### src/rtl/analog_io_seq_ctrl_if.sv
// Wishbone-classic bus bundle for analog_io_seq_ctrl (slave side on the block).
interface analog_io_seq_ctrl_if;
    logic        wbs_cyc_i;
    logic        wbs_stb_i;
    logic        wbs_we_i;
    logic [3:0]  wbs_sel_i;
    logic [31:0] wbs_adr_i;
    logic [31:0] wbs_dat_i;
    logic [31:0] wbs_dat_o;
    logic        wbs_ack_o;

    modport master (
        output wbs_cyc_i, wbs_stb_i, wbs_we_i, wbs_sel_i, wbs_adr_i, wbs_dat_i,
        input  wbs_dat_o, wbs_ack_o
    );

    modport slave (
        input  wbs_cyc_i, wbs_stb_i, wbs_we_i, wbs_sel_i, wbs_adr_i, wbs_dat_i,
        output wbs_dat_o, wbs_ack_o
    );
endinterface

### src/rtl/analog_io_seq_ctrl.sv
// Break-before-make sequencer moving GPIO pads between digital and analog mode.
// Optional macro AIO_IRQ_EN: drives irq_o from the STATUS.done flag.
module analog_io_seq_ctrl #(
    parameter int unsigned          NUM_CH     = 6,
    parameter logic [31:0]          BASE_ADR   = 32'h3000_0100,
    parameter int unsigned          SETTLE_W   = 8,
    parameter logic [SETTLE_W-1:0]  SETTLE_DEF = SETTLE_W'(16),
    parameter logic [NUM_CH-1:0]    RESET_MODE = {NUM_CH{1'b1}}
) (
    input  logic                wb_clk_i,
    input  logic                wb_rst_ni,
    analog_io_seq_ctrl_if.slave wbs,
    input  logic [NUM_CH-1:0]   dig_oeb_i,
    output logic [NUM_CH-1:0]   io_oeb,
    output logic [NUM_CH-1:0]   ana_en_o,
    output logic                busy_o,
    output logic                irq_o
);
    localparam logic [1:0] S_IDLE   = 2'd0;
    localparam logic [1:0] S_BREAK  = 2'd1;
    localparam logic [1:0] S_SETTLE = 2'd2;
    localparam logic [1:0] S_MAKE   = 2'd3;

    logic [1:0]          r_state;
    logic [NUM_CH-1:0]   r_mode;
    logic [NUM_CH-1:0]   r_active;
    logic [NUM_CH-1:0]   r_ana;
    logic [NUM_CH-1:0]   r_chg;
    logic [NUM_CH-1:0]   r_tgt;
    logic [SETTLE_W-1:0] r_settle;
    logic [SETTLE_W-1:0] r_cnt;
    logic                r_done;
    logic                r_ack;
    logic [31:0]         r_dat;

    logic                w_req;
    logic                w_acc;
    logic                w_wr;
    logic [3:0]          w_off;
    logic                w_busy;
    logic                w_done_clr;
    logic [NUM_CH-1:0]   w_mode_wr;
    logic [SETTLE_W-1:0] w_settle_wr;
    logic [31:0]         w_rdata;
    logic                w_unused;

    assign w_req      = wbs.wbs_cyc_i & wbs.wbs_stb_i & (wbs.wbs_adr_i[31:4] == BASE_ADR[31:4]);
    // Accept only when ack is low, so ack is a single-cycle pulse followed by a gap.
    assign w_acc      = w_req & ~r_ack;
    assign w_wr       = w_acc & wbs.wbs_we_i;
    assign w_off      = wbs.wbs_adr_i[3:0];
    assign w_busy     = (r_state != S_IDLE);
    assign w_done_clr = w_wr & (w_off == 4'h4) & wbs.wbs_sel_i[0] & wbs.wbs_dat_i[1];
    assign w_unused   = &{1'b0, wbs.wbs_dat_i, wbs.wbs_sel_i};

    always_comb begin
        w_mode_wr   = r_mode;
        w_settle_wr = r_settle;
        for (int unsigned i = 0; i < NUM_CH; i++)
            if (wbs.wbs_sel_i[i/8]) w_mode_wr[i] = wbs.wbs_dat_i[i];
        for (int unsigned i = 0; i < SETTLE_W; i++)
            if (wbs.wbs_sel_i[i/8]) w_settle_wr[i] = wbs.wbs_dat_i[i];
    end

    always_comb begin
        w_rdata = '0;
        case (w_off)
            4'h0:    w_rdata[NUM_CH-1:0]   = r_mode;
            4'h4:    w_rdata[1:0]          = {r_done, w_busy};
            4'h8:    w_rdata[NUM_CH-1:0]   = r_active;
            4'hC:    w_rdata[SETTLE_W-1:0] = r_settle;
            default: w_rdata = '0;
        endcase
    end

    always_ff @(posedge wb_clk_i or negedge wb_rst_ni) begin
        if (!wb_rst_ni) begin
            r_ack    <= 1'b0;
            r_dat    <= '0;
            r_mode   <= RESET_MODE;
            r_settle <= SETTLE_DEF;
        end else begin
            r_ack <= w_acc;
            r_dat <= w_acc ? w_rdata : '0;
            if (w_wr && (w_off == 4'h0)) r_mode   <= w_mode_wr;
            if (w_wr && (w_off == 4'hC)) r_settle <= w_settle_wr;
        end
    end

    // Changing pads are latched and their switches opened on the edge into BREAK,
    // so io_oeb is already forced and ana_en_o already cleared during BREAK.
    always_ff @(posedge wb_clk_i or negedge wb_rst_ni) begin
        if (!wb_rst_ni) begin
            r_state  <= S_IDLE;
            r_active <= RESET_MODE;
            r_ana    <= RESET_MODE;
            r_chg    <= '0;
            r_tgt    <= RESET_MODE;
            r_cnt    <= '0;
            r_done   <= 1'b0;
        end else begin
            case (r_state)
                S_IDLE: begin
                    if (r_mode != r_active) begin
                        r_state <= S_BREAK;
                        r_chg   <= r_mode ^ r_active;
                        r_tgt   <= r_mode;
                        r_ana   <= r_ana & ~(r_mode ^ r_active);
                        r_cnt   <= (r_settle == '0) ? SETTLE_W'(1) : r_settle;
                    end
                end
                S_BREAK:  r_state <= S_SETTLE;
                S_SETTLE: begin
                    if (r_cnt <= SETTLE_W'(1)) r_state <= S_MAKE;
                    else                       r_cnt   <= r_cnt - SETTLE_W'(1);
                end
                S_MAKE: begin
                    r_active <= r_tgt;
                    r_ana    <= r_tgt;
                    r_chg    <= '0;
                    r_state  <= S_IDLE;
                end
                default: r_state <= S_IDLE;
            endcase
            if (r_state == S_MAKE) r_done <= 1'b1;
            else if (w_done_clr)   r_done <= 1'b0;
        end
    end

    assign io_oeb        = r_active | r_chg | dig_oeb_i;
    assign ana_en_o      = r_ana;
    assign busy_o        = w_busy;
    assign wbs.wbs_ack_o = r_ack;
    assign wbs.wbs_dat_o = r_dat;

`ifdef AIO_IRQ_EN
    assign irq_o = r_done;
`else
    assign irq_o = 1'b0;
`endif
endmodule

### src/flat_wrapper.sv
// flat-port wrapper written by rule: the top's interface ports become plain ports
module analog_io_seq_ctrl_flat 
#(
    parameter int unsigned          NUM_CH     = 6,
    parameter logic [31:0]          BASE_ADR   = 32'h3000_0100,
    parameter int unsigned          SETTLE_W   = 8,
    parameter logic [SETTLE_W-1:0]  SETTLE_DEF = SETTLE_W'(16),
    parameter logic [NUM_CH-1:0]    RESET_MODE = {NUM_CH{1'b1}}
)
  (wb_clk_i, wb_rst_ni, dig_oeb_i, io_oeb, ana_en_o, busy_o, irq_o, wbs_wbs_cyc_i, wbs_wbs_stb_i, wbs_wbs_we_i, wbs_wbs_sel_i, wbs_wbs_adr_i, wbs_wbs_dat_i, wbs_wbs_dat_o, wbs_wbs_ack_o);
  analog_io_seq_ctrl_if wbs_i ();
  input  logic wb_clk_i;
  input  logic wb_rst_ni;
  input  logic [NUM_CH-1:0] dig_oeb_i;
  output logic [NUM_CH-1:0] io_oeb;
  output logic [NUM_CH-1:0] ana_en_o;
  output logic busy_o;
  output logic irq_o;
  input wire logic [$bits(wbs_i.wbs_cyc_i)-1:0] wbs_wbs_cyc_i;
  input wire logic [$bits(wbs_i.wbs_stb_i)-1:0] wbs_wbs_stb_i;
  input wire logic [$bits(wbs_i.wbs_we_i)-1:0] wbs_wbs_we_i;
  input wire logic [$bits(wbs_i.wbs_sel_i)-1:0] wbs_wbs_sel_i;
  input wire logic [$bits(wbs_i.wbs_adr_i)-1:0] wbs_wbs_adr_i;
  input wire logic [$bits(wbs_i.wbs_dat_i)-1:0] wbs_wbs_dat_i;
  output wire logic [$bits(wbs_i.wbs_dat_o)-1:0] wbs_wbs_dat_o;
  output wire logic [$bits(wbs_i.wbs_ack_o)-1:0] wbs_wbs_ack_o;
  assign wbs_i.wbs_cyc_i = wbs_wbs_cyc_i;
  assign wbs_i.wbs_stb_i = wbs_wbs_stb_i;
  assign wbs_i.wbs_we_i = wbs_wbs_we_i;
  assign wbs_i.wbs_sel_i = wbs_wbs_sel_i;
  assign wbs_i.wbs_adr_i = wbs_wbs_adr_i;
  assign wbs_i.wbs_dat_i = wbs_wbs_dat_i;
  assign wbs_wbs_dat_o = wbs_i.wbs_dat_o;
  assign wbs_wbs_ack_o = wbs_i.wbs_ack_o;
  analog_io_seq_ctrl #(.NUM_CH(NUM_CH), .BASE_ADR(BASE_ADR), .SETTLE_W(SETTLE_W), .SETTLE_DEF(SETTLE_DEF), .RESET_MODE(RESET_MODE)) u_core (.wb_clk_i(wb_clk_i), .wb_rst_ni(wb_rst_ni), .wbs(wbs_i), .dig_oeb_i(dig_oeb_i), .io_oeb(io_oeb), .ana_en_o(ana_en_o), .busy_o(busy_o), .irq_o(irq_o));
endmodule
### config.mk
export PLATFORM = sky130hd
export DESIGN_NAME = analog_io_seq_ctrl_flat
export DESIGN_NICKNAME = d
export VERILOG_FILES = /design/src/rtl/analog_io_seq_ctrl_if.sv /design/src/rtl/analog_io_seq_ctrl.sv /design/src/flat_wrapper.sv
export SDC_FILE = /design/constraint.sdc
export NUM_CORES = 1
export LEC_CHECK = 0
export ABC_AREA = 1
export ABC_CLOCK_PERIOD_IN_PS = 3600
export CAP_MARGIN = 20
export CORE_UTILIZATION = 48
export DETAILED_ROUTE_END_ITERATION = 8
export PLACE_DENSITY_LB_ADDON = 0.05
export SYNTH_ARGS = -nofsm -noshare
export SYNTH_HDL_FRONTEND = slang
export SYNTH_SLANG_ARGS = --single-unit
### constraint.sdc
create_clock -name wb_clk_i -period 3.6 [get_ports wb_clk_i]
set_input_delay 0.36 -clock wb_clk_i [delete_from_list [all_inputs] [get_ports wb_clk_i]]
set_output_delay 0.36 -clock wb_clk_i [all_outputs]
set_load 0.02 [all_outputs]
Yosys cells after proc, flatten, opt, wreduce, memory -nomap -nowiden
Cells that the tools add are included.
{"block": "word_totals", "register_bits": 82, "latchBits": 0, "ramBits": 0, "rom_bits": 0, "in_bits": 79, "out_inout_bits": 47, "wordCells": 69, "n_memories": 0}
{"block": "classes", "add_sub_neg": 1, "n_mul": 0, "div": 0, "magnitude_cmp": 1, "eq_ne": 11, "shifts": 0, "n_mux": 17, "bitwise": 13, "reduce_logical": 15}
{"op": "$mux W8", "n": 4}
{"op": "$eq A28 B26 Y1 const B", "n": 1}
{"op": "$pmux W6 S2", "n": 2}
{"op": "$pmux W2 S4", "n": 2}
{"op": "$pmux W8 S2", "n": 1}
{"op": "$mux W6", "n": 2}
{"op": "$or A6 B6 Y6", "n": 2}
{"op": "$pmux W4 S3", "n": 1}
{"op": "$reduce_and A2 Y1", "n": 5}
{"op": "$eq A4 B4 Y1 const B", "n": 2}
{"op": "$le A8 B1 Y1 const B", "n": 1}
{"op": "$logic_not A8 Y1", "n": 1}
{"op": "$reduce_bool A2 Y1", "n": 4}
{"op": "$sub A8 B1 Y8 const B", "n": 1}
{"op": "$and A1 B1 Y1", "n": 7}
{"op": "$and A6 B6 Y6", "n": 1}
{"op": "$mux W2", "n": 3}
{"op": "$ne A6 B6 Y1", "n": 1}
{"op": "$not A6 Y6", "n": 1}
{"op": "$xor A6 B6 Y6", "n": 1}
{"op": "$eq A2 B2 Y1 const B", "n": 2}
{"op": "$eq A4 B3 Y1 const B", "n": 1}
{"op": "$logic_not A4 Y1", "n": 1}
{"op": "$ne A2 B1 Y1 const B", "n": 2}
{"op": "7 further kinds", "n": 9}

Depth between registers and ports, before layout
Gate-level depths: netlist (run 1).
{"block": "logic_depth", "word_depth": 9, "ltp_mapped": 10, "mapped_depth_nobuf": 9}

Worst setup path before layout (run 1)
OpenSTA, ideal clock, no wires.
{"block": "synth_timing", "kind": "register to register", "startpoint": "register u_core.r_state[1]", "endpoint": "register u_core.r_chg[5]", "setup_time_ps": 118, "arrival_ps": 1432, "required_time_ps": 3482, "setup_slack_ps": 2051, "path_stages_with_launch": 8, "n_path_buf": 2, "path_cell_list": "dfrtp_1 -> ha_1 -> buf_2 -> inv_1 -> clkbuf_1 -> nand2_1 -> nand3_1 -> nand2_1"}
{"block": "synth_via", "elab_chain_cells": 3, "word_cells_on_any_way": 6, "cone_classes": "eq/ne: 2; mux: 1; reduce/logical: 3"}
{"item": "start: declaration", "line": "analog_io_seq_ctrl.sv:24", "source": "logic [1:0] r_state;"}
{"item": "start signal: assignment", "line": "analog_io_seq_ctrl.sv:94", "source": "r_state <= S_IDLE;"}
{"item": "start signal: assignment", "line": "analog_io_seq_ctrl.sv:105", "source": "r_state <= S_BREAK;"}
{"item": "start signal: assignment", "line": "analog_io_seq_ctrl.sv:112", "source": "S_BREAK: r_state <= S_SETTLE;"}
{"item": "$eq A2 B2 Y1 or $logic_not A2 Y1 (tied branches)", "line": "analog_io_seq_ctrl.sv:102", "source": "case (r_state)"}
{"item": "$reduce_bool A2 Y1 (no line) or $ne A2 B1 Y1 (tied branches)"}
{"item": "$reduce_and A2 Y1 (no line)"}
{"item": "end signal: assignment", "line": "analog_io_seq_ctrl.sv:106", "source": "r_chg <= r_mode ^ r_active;"}
{"item": "end: declaration", "line": "analog_io_seq_ctrl.sv:28", "source": "logic [NUM_CH-1:0] r_chg;"}
Parallel ways exist; a longest one is shown, timed or not.
A chain may end at the register's enable or synchronous reset.

Worst setup path after layout (run 1)
{"block": "layout_timing", "startpoint": "register u_core.r_state[0]", "endpoint": "output busy_o"}
{"block": "layout_via", "elab_chain_cells": 1}
{"item": "$reduce_bool A2 Y1", "line": "analog_io_seq_ctrl.sv:52", "source": "assign w_busy = (r_state != S_IDLE);"}
{"item": "end: declaration", "line": "flat_wrapper.sv:17", "source": "output logic busy_o;"}
Every way passes these cells.

==> results of run 1 <==
registers in the layout, summed over array words and instances, names as in the netlist, 6 cells and up:
register              count
u_core.wbs.wbs_dat_o      8
u_core.r_settle           8
u_core.r_chg              6
u_core.r_mode             6
u_core.r_tgt              6
u_core.r_active           6
u_core.ana_en_o           6
u_core.r_cnt              8
layout make-up:
cell class | count | area share
multi-input cells | 330 | 0.366
inverters | 42 | 0.0367
clock inverters | 5 | 0.0180
flip-flops and latches | 58 | 0.345
well taps | 96 | 0.0279
clock buffers | 11 | 0.0329
repair buffers | 76 | 0.174
metal layers:
metal,track usage,routed length [um],vias up
met4,0.0939,102,0
met5,0,0,-
met1,0.349,3990,1453
met2,0.382,3710,86
met3,0.0400,381,12
li1,-,-,1532
cell usage after synthesis, types with 3 or more instances:
master | instances | area [um^2]
buf_2 | 5 | 25.0
nor2_1 | 44 | 165
buf_6 | 4 | 45.0
o22ai_1 | 6 | 37.5
buf_4 | 26 | 195
dfstp_2 | 25 | 657
a21oi_1 | 6 | 30.0
inv_1 | 40 | 150
o21ai_0 | 13 | 65.1
o21ai_1 | 5 | 25.0
clkbuf_1 | 4 | 15.0
or3_1 | 6 | 37.5
nand2_1 | 127 | 477
ha_1 | 6 | 75.1
xnor2_1 | 3 | 26.3
dfrtp_1 | 33 | 826
nand2_4 | 3 | 33.8
nand4_1 | 16 | 100
nand3_2 | 4 | 40.0
nand3_1 | 54 | 270
worst reg2reg max path, cell delays in order, from the launching register on:
cell,delay [ns]
dfstp_2,0.59
xnor2_1,0.20
nand2_1,0.11
nor2_2,0.15
nand3_2,0.44
nand2_4,0.29
nand2_1,0.07
nand2_1,0.06
through the flow:
stage	std cells	power [mW]
global placement	602	0.788
floorplan	469	0.730
detailed placement	602	0.789
CTS	618	1.46
finish	618	1.46
global route	618	1.51
report_power, final:
part           switching (mW)  total [mW]  internal, mW
clock network           0.274       0.680         0.406
registers           0.0000300       0.653         0.653
logic                  0.0649       0.125        0.0600
total                   0.339        1.46          1.12
worst max-delay path by stage:
stage	from	end	slack, ns	cells after the start
2_1_floorplan	u_core.r_state[1]	u_core.r_chg[5]	2.05	7
3_3_place_gp	wbs_wbs_cyc_i	u_core.r_settle[3]	1.33	10
3_5_place_dp	wbs_wbs_stb_i	u_core.r_settle[5]	1.29	10
4_1_cts	u_core.r_state[0]	busy_o	1.26	4
5_1_grt	u_core.r_state[1]	busy_o	1.14	4
6_report	u_core.r_state[0]	busy_o	1.28	4
kinds of logic after synthesis:
kind of cell | synth area share
buf+inv | 0.129
xor+xnor | 0.0103
simple gates | 0.346
flops | 0.436
fa+ha+maj | 0.0221
other cells | 0.00110
compound gates | 0.0559
==> impl_metrics.env, run 1 <==
export IMPL_pwr_density_cell_nw_per_um2=339
export IMPL_drv_cap=0
export IMPL_syn_area_um2=3400
export IMPL_grt_pass1_vias=2939
export IMPL_synth_edff_count=0
export IMPL_dr_pass1_iters=5
export IMPL_ant_nets=0
export IMPL_status="finished, final reports clean"
export IMPL_drc=0
export IMPL_finalClockSkew_ns=0.00820
export IMPL_io_pins=126
export IMPL_path_clk_slew_ns=0.07
export IMPL_final_cell_mix="nand2_1 (127), clkdlybuf4s50_1 (72), nand3_1 (54), nor2_1 (44), inv_1 (40)"
export IMPL_post_route_cell_area_um2=4300
export IMPL_grt_max_degree=38
export IMPL_start_util=0.498
export IMPL_placed_cell_area_um2=4080
export IMPL_area_sequential_um2=1480
export IMPL_io_buffers=73
export IMPL_rsz0062_at_grt="no"
export IMPL_final_common_cell="nand2_1"
export IMPL_rows=30
export IMPL_r2r_slack_ns=1.64
export IMPL_worst_slack_ns=1.28
export IMPL_setup_violations=0
export IMPL_insertion_delay_ns=0.35
export IMPL_path_cells="inv_1 > ha_1 > inv_1 > clkdlybuf4s50_1"
export IMPL_slowest_delay_ns=0.56
export IMPL_timing_rr_end="u_core.r_cnt[7]"
export IMPL_ys_seq_area_frac=0.436
export IMPL_synth_ff_latch_count=58
export IMPL_yosys_warnings=0
export IMPL_cts_htree_levels=3
export IMPL_gp_congestion=0.851
export IMPL_synthArstFlopShare=1.00
export IMPL_drt_iter0_markers=165
export IMPL_end_kind="output port"
export IMPL_detail_route_vias_per_cell=4.99
export IMPL_grt_total_usage=0.247
export IMPL_required_ns=3.24
export IMPL_cts_buffers=9
export IMPL_cpMostUsedCell="inv_1"
export IMPL_leakage_nw=2.04
export IMPL_setup_tns_ns=0
export IMPL_crit_buf_inv=3
export IMPL_worstRegToRegCells=7
export IMPL_ctsRootBufferMaster="clkbuf_8"
export IMPL_r2r_start="u_core.r_mode[2]"
export IMPL_cts_tree="done"
export IMPL_crit_slowest_cell="clkdlybuf4s50_1"
export IMPL_die_area_um2=7430
export IMPL_slew_headroom=0.449
export IMPL_post_route_period_util=0.645
export IMPL_utilization=0.629
export IMPL_fill_cells=644
export IMPL_die_h_um=86.2
export IMPL_hold_buffers=0
export IMPL_cts_sinks=58
export IMPL_ys_flop_type="dfrtp_1"
export IMPL_hold_path_class="in -> async"
export IMPL_antenna_found_initial=0
export IMPL_max_vdd_ir_drop_uv=178
export IMPL_grt_pass1_wl_um=14200
export IMPL_vias=3083
export IMPL_report_final_slew_viol_count=0
export IMPL_ctsResizeCount=0
export IMPL_post_cts_setup_buffers=0
export IMPL_critical_path_startpoint_type="register"
export IMPL_synth_cells=445
export IMPL_crit_arrival_ns=1.96
export IMPL_area_growth_synth_to_final_pct=26.4
export IMPL_antennaDiodeCount=0
export IMPL_routed_wl_um=8180
export IMPL_fp_dieW_um=86.2
export IMPL_worst_pin_slew_ns=0.826
export IMPL_hpwl_um=6030
export IMPL_place_ws_ns=1.29
export IMPL_path_class="reg -> out"
export IMPL_syn_area_per_cell_um2=7.65
export IMPL_post_drt_wl_per_cell_um=13.2
export IMPL_hold_ws_ns=0.112
export IMPL_final_nets=602
export IMPL_synthDistinctLibCells=35
export IMPL_overflow=0
export IMPL_core_area_um2=6830
export IMPL_crit_fanout=8
export IMPL_cpLargestDelayFamily="buffers and inverters"
export IMPL_min_period_ns=2.32
export IMPL_clk_path_buf_depth=2
export IMPL_hold_violations=0
export IMPL_multi_input_area_um2=1570
export IMPL_layout_drive_gt1_share=0.111
export IMPL_fmax_mhz=431
No activity file was read; power rests on OpenSTA's default activity.
==> inputs of run 2 (changes only) <==
Settings changed: ABC_CLOCK_PERIOD_IN_PS 3600 to 2200, CORE_UTILIZATION 48 to 45.
Clock period 3.6 ns to 2.2 ns, I/O delays scaled along.
==> run 2 against run 1 <==
Net effect:
- utilization decreased by 2.9 points
- cell count increased by 1.3%
- register-to-register slack got worse by 1.2 ns
- non-clock buffer count increased by 5
- sequential share of layout area decreased by 0.64 points
- first-iteration DRC count decreased by 18%
- cell area increased by 1.9%
- clock power increased by 62%
- hold slack improved by 0.31 ns
- via count decreased by 0.29%
- total power increased by 63%
- sequential power increased by 64%
- highest routed layer unchanged
==> impl_metrics.env, run 2 (synthesis gave the netlist of run 1 again) <==
export IMPL_hold_ws_ns=0.425
export IMPL_utilization=0.601
export IMPL_area_growth_synth_to_final_pct=28.7
export IMPL_rows=31
export IMPL_cts_sinks=58
export IMPL_post_route_cell_area_um2=4380
export IMPL_leakage_nw=2.08
export IMPL_hold_violations=0
export IMPL_power_total_mw=2.37
export IMPL_place_ws_ns=0.207
export IMPL_placed_cells_incl_taps=609
export IMPL_status="finished, final reports clean"
export IMPL_final_cells=626
export IMPL_end_kind="output port"
export IMPL_post_route_period_util=0.938
export IMPL_gp_congestion=0.840
export IMPL_ant_nets=0
export IMPL_vias=3074
export IMPL_crit_arrival_ns=1.84
export IMPL_setup_violations=0
export IMPL_layout_drive_gt1_share=0.118
export IMPL_crit_fanout=5
export IMPL_die_h_um=89.0
export IMPL_detail_route_vias_per_cell=4.91
export IMPL_cts_tree="done"
export IMPL_final_cell_mix="nand2_1 (127), clkdlybuf4s50_1 (72), nand3_1 (54), nor2_1 (44), inv_1 (40)"
export IMPL_hold_buffers=1
export IMPL_setup_tns_ns=0
export IMPL_post_drt_wl_per_cell_um=13.0
export IMPL_grt_total_usage=0.229
export IMPL_finalClockSkew_ns=0.00553
export IMPL_dr_pass1_iters=6
export IMPL_ctsResizeCount=0
export IMPL_antenna_found_initial=0
export IMPL_core_area_um2=7290
export IMPL_required_ns=1.98
export IMPL_grt_pass1_vias=2799
export IMPL_fmax_mhz=485
export IMPL_ctsRootBufferMaster="clkbuf_8"
export IMPL_hpwl_um=6130
export IMPL_rsz0062_at_grt="no"
export IMPL_placed_cell_area_um2=4150
export IMPL_path_clk_slew_ns=0.07
export IMPL_min_period_ns=2.06
export IMPL_grt_max_degree=34
export IMPL_antennaDiodeCount=0
export IMPL_overflow=0
export IMPL_start_util=0.467
export IMPL_report_final_slew_viol_count=0
export IMPL_clk_path_buf_depth=2
export IMPL_cts_htree_levels=3
export IMPL_drt_iter0_markers=135
export IMPL_routed_wl_um=8150
export IMPL_grt_pass1_wl_um=13700
export IMPL_final_common_cell="nand2_1"
export IMPL_pwr_density_cell_nw_per_um2=541
export IMPL_max_vdd_ir_drop_uv=405
export IMPL_slew_headroom=0.599
export IMPL_die_area_um2=7910
export IMPL_final_nets=607
export IMPL_drc=0
export IMPL_insertion_delay_ns=0.34
export IMPL_path_class="reg -> out"
export IMPL_worst_pin_slew_ns=0.602
export IMPL_post_cts_setup_buffers=0
export IMPL_io_pins=126
export IMPL_worst_slack_ns=0.136
export IMPL_io_buffers=73
export IMPL_critical_path_startpoint_type="register"
export IMPL_hold_path_class="in -> async"
export IMPL_cts_buffers=9
export IMPL_drv_cap=0
export IMPL_fp_dieW_um=89.0
## run 2: per-layer routing
metal  vias up  share of wire  GRT usage
li1       1539              -          -
met1      1430           0.48      0.325
met2        95           0.46      0.360
met3        10          0.055     0.0526
met4         0          0.010     0.0491
met5         -              0          0
## run 2: path summary, 6_finish.rpt
| kind | end | slack, ns | cells after the start | from |
|---|---|---|---|---|
| worst max register to register | u_core.r_cnt[3] | 0.46 | 8 | u_core.r_mode[2] |
| worst min register to register | u_core.r_tgt[2] | 0.46 | 2 | u_core.r_tgt[2] |
| min in group wb_clk_i | u_core.r_settle[6] | 0.45 | 3 | wbs_wbs_dat_i[6] |
| worst min-delay path | u_core.r_cnt[2] | 0.43 | 2 | wb_rst_ni |
| worst max-delay path | busy_o | 0.14 | 4 | u_core.r_state[0] |
| max in group asynchronous | u_core.r_tgt[3] | 1.11 | 3 | wb_rst_ni |
## run 2: layout make-up
cell class              count  area [um^2]
repair buffers             81          826
clock buffers              11          141
clock inverters             5         77.6
well taps                  99          124
multi-input cells         330         1570
inverters                  42          158
fillers                   703         2910
flip-flops and latches     58         1480
## run 2: power breakdown
group / switching (mW) / leakage [nW] / total, mW / internal (mW)
registers: 0.0000526 / 0.714 / 1.07 / 1.07
clock network: 0.431 / 0.109 / 1.10 / 0.665
logic: 0.105 / 1.25 / 0.207 / 0.102
## run 2: critical path, stage by stage, from the launching register on
cell and delay (ns):
dfrtp_1 0.38, inv_1 0.09, ha_1 0.30, inv_1 0.13, clkdlybuf4s50_1 0.61
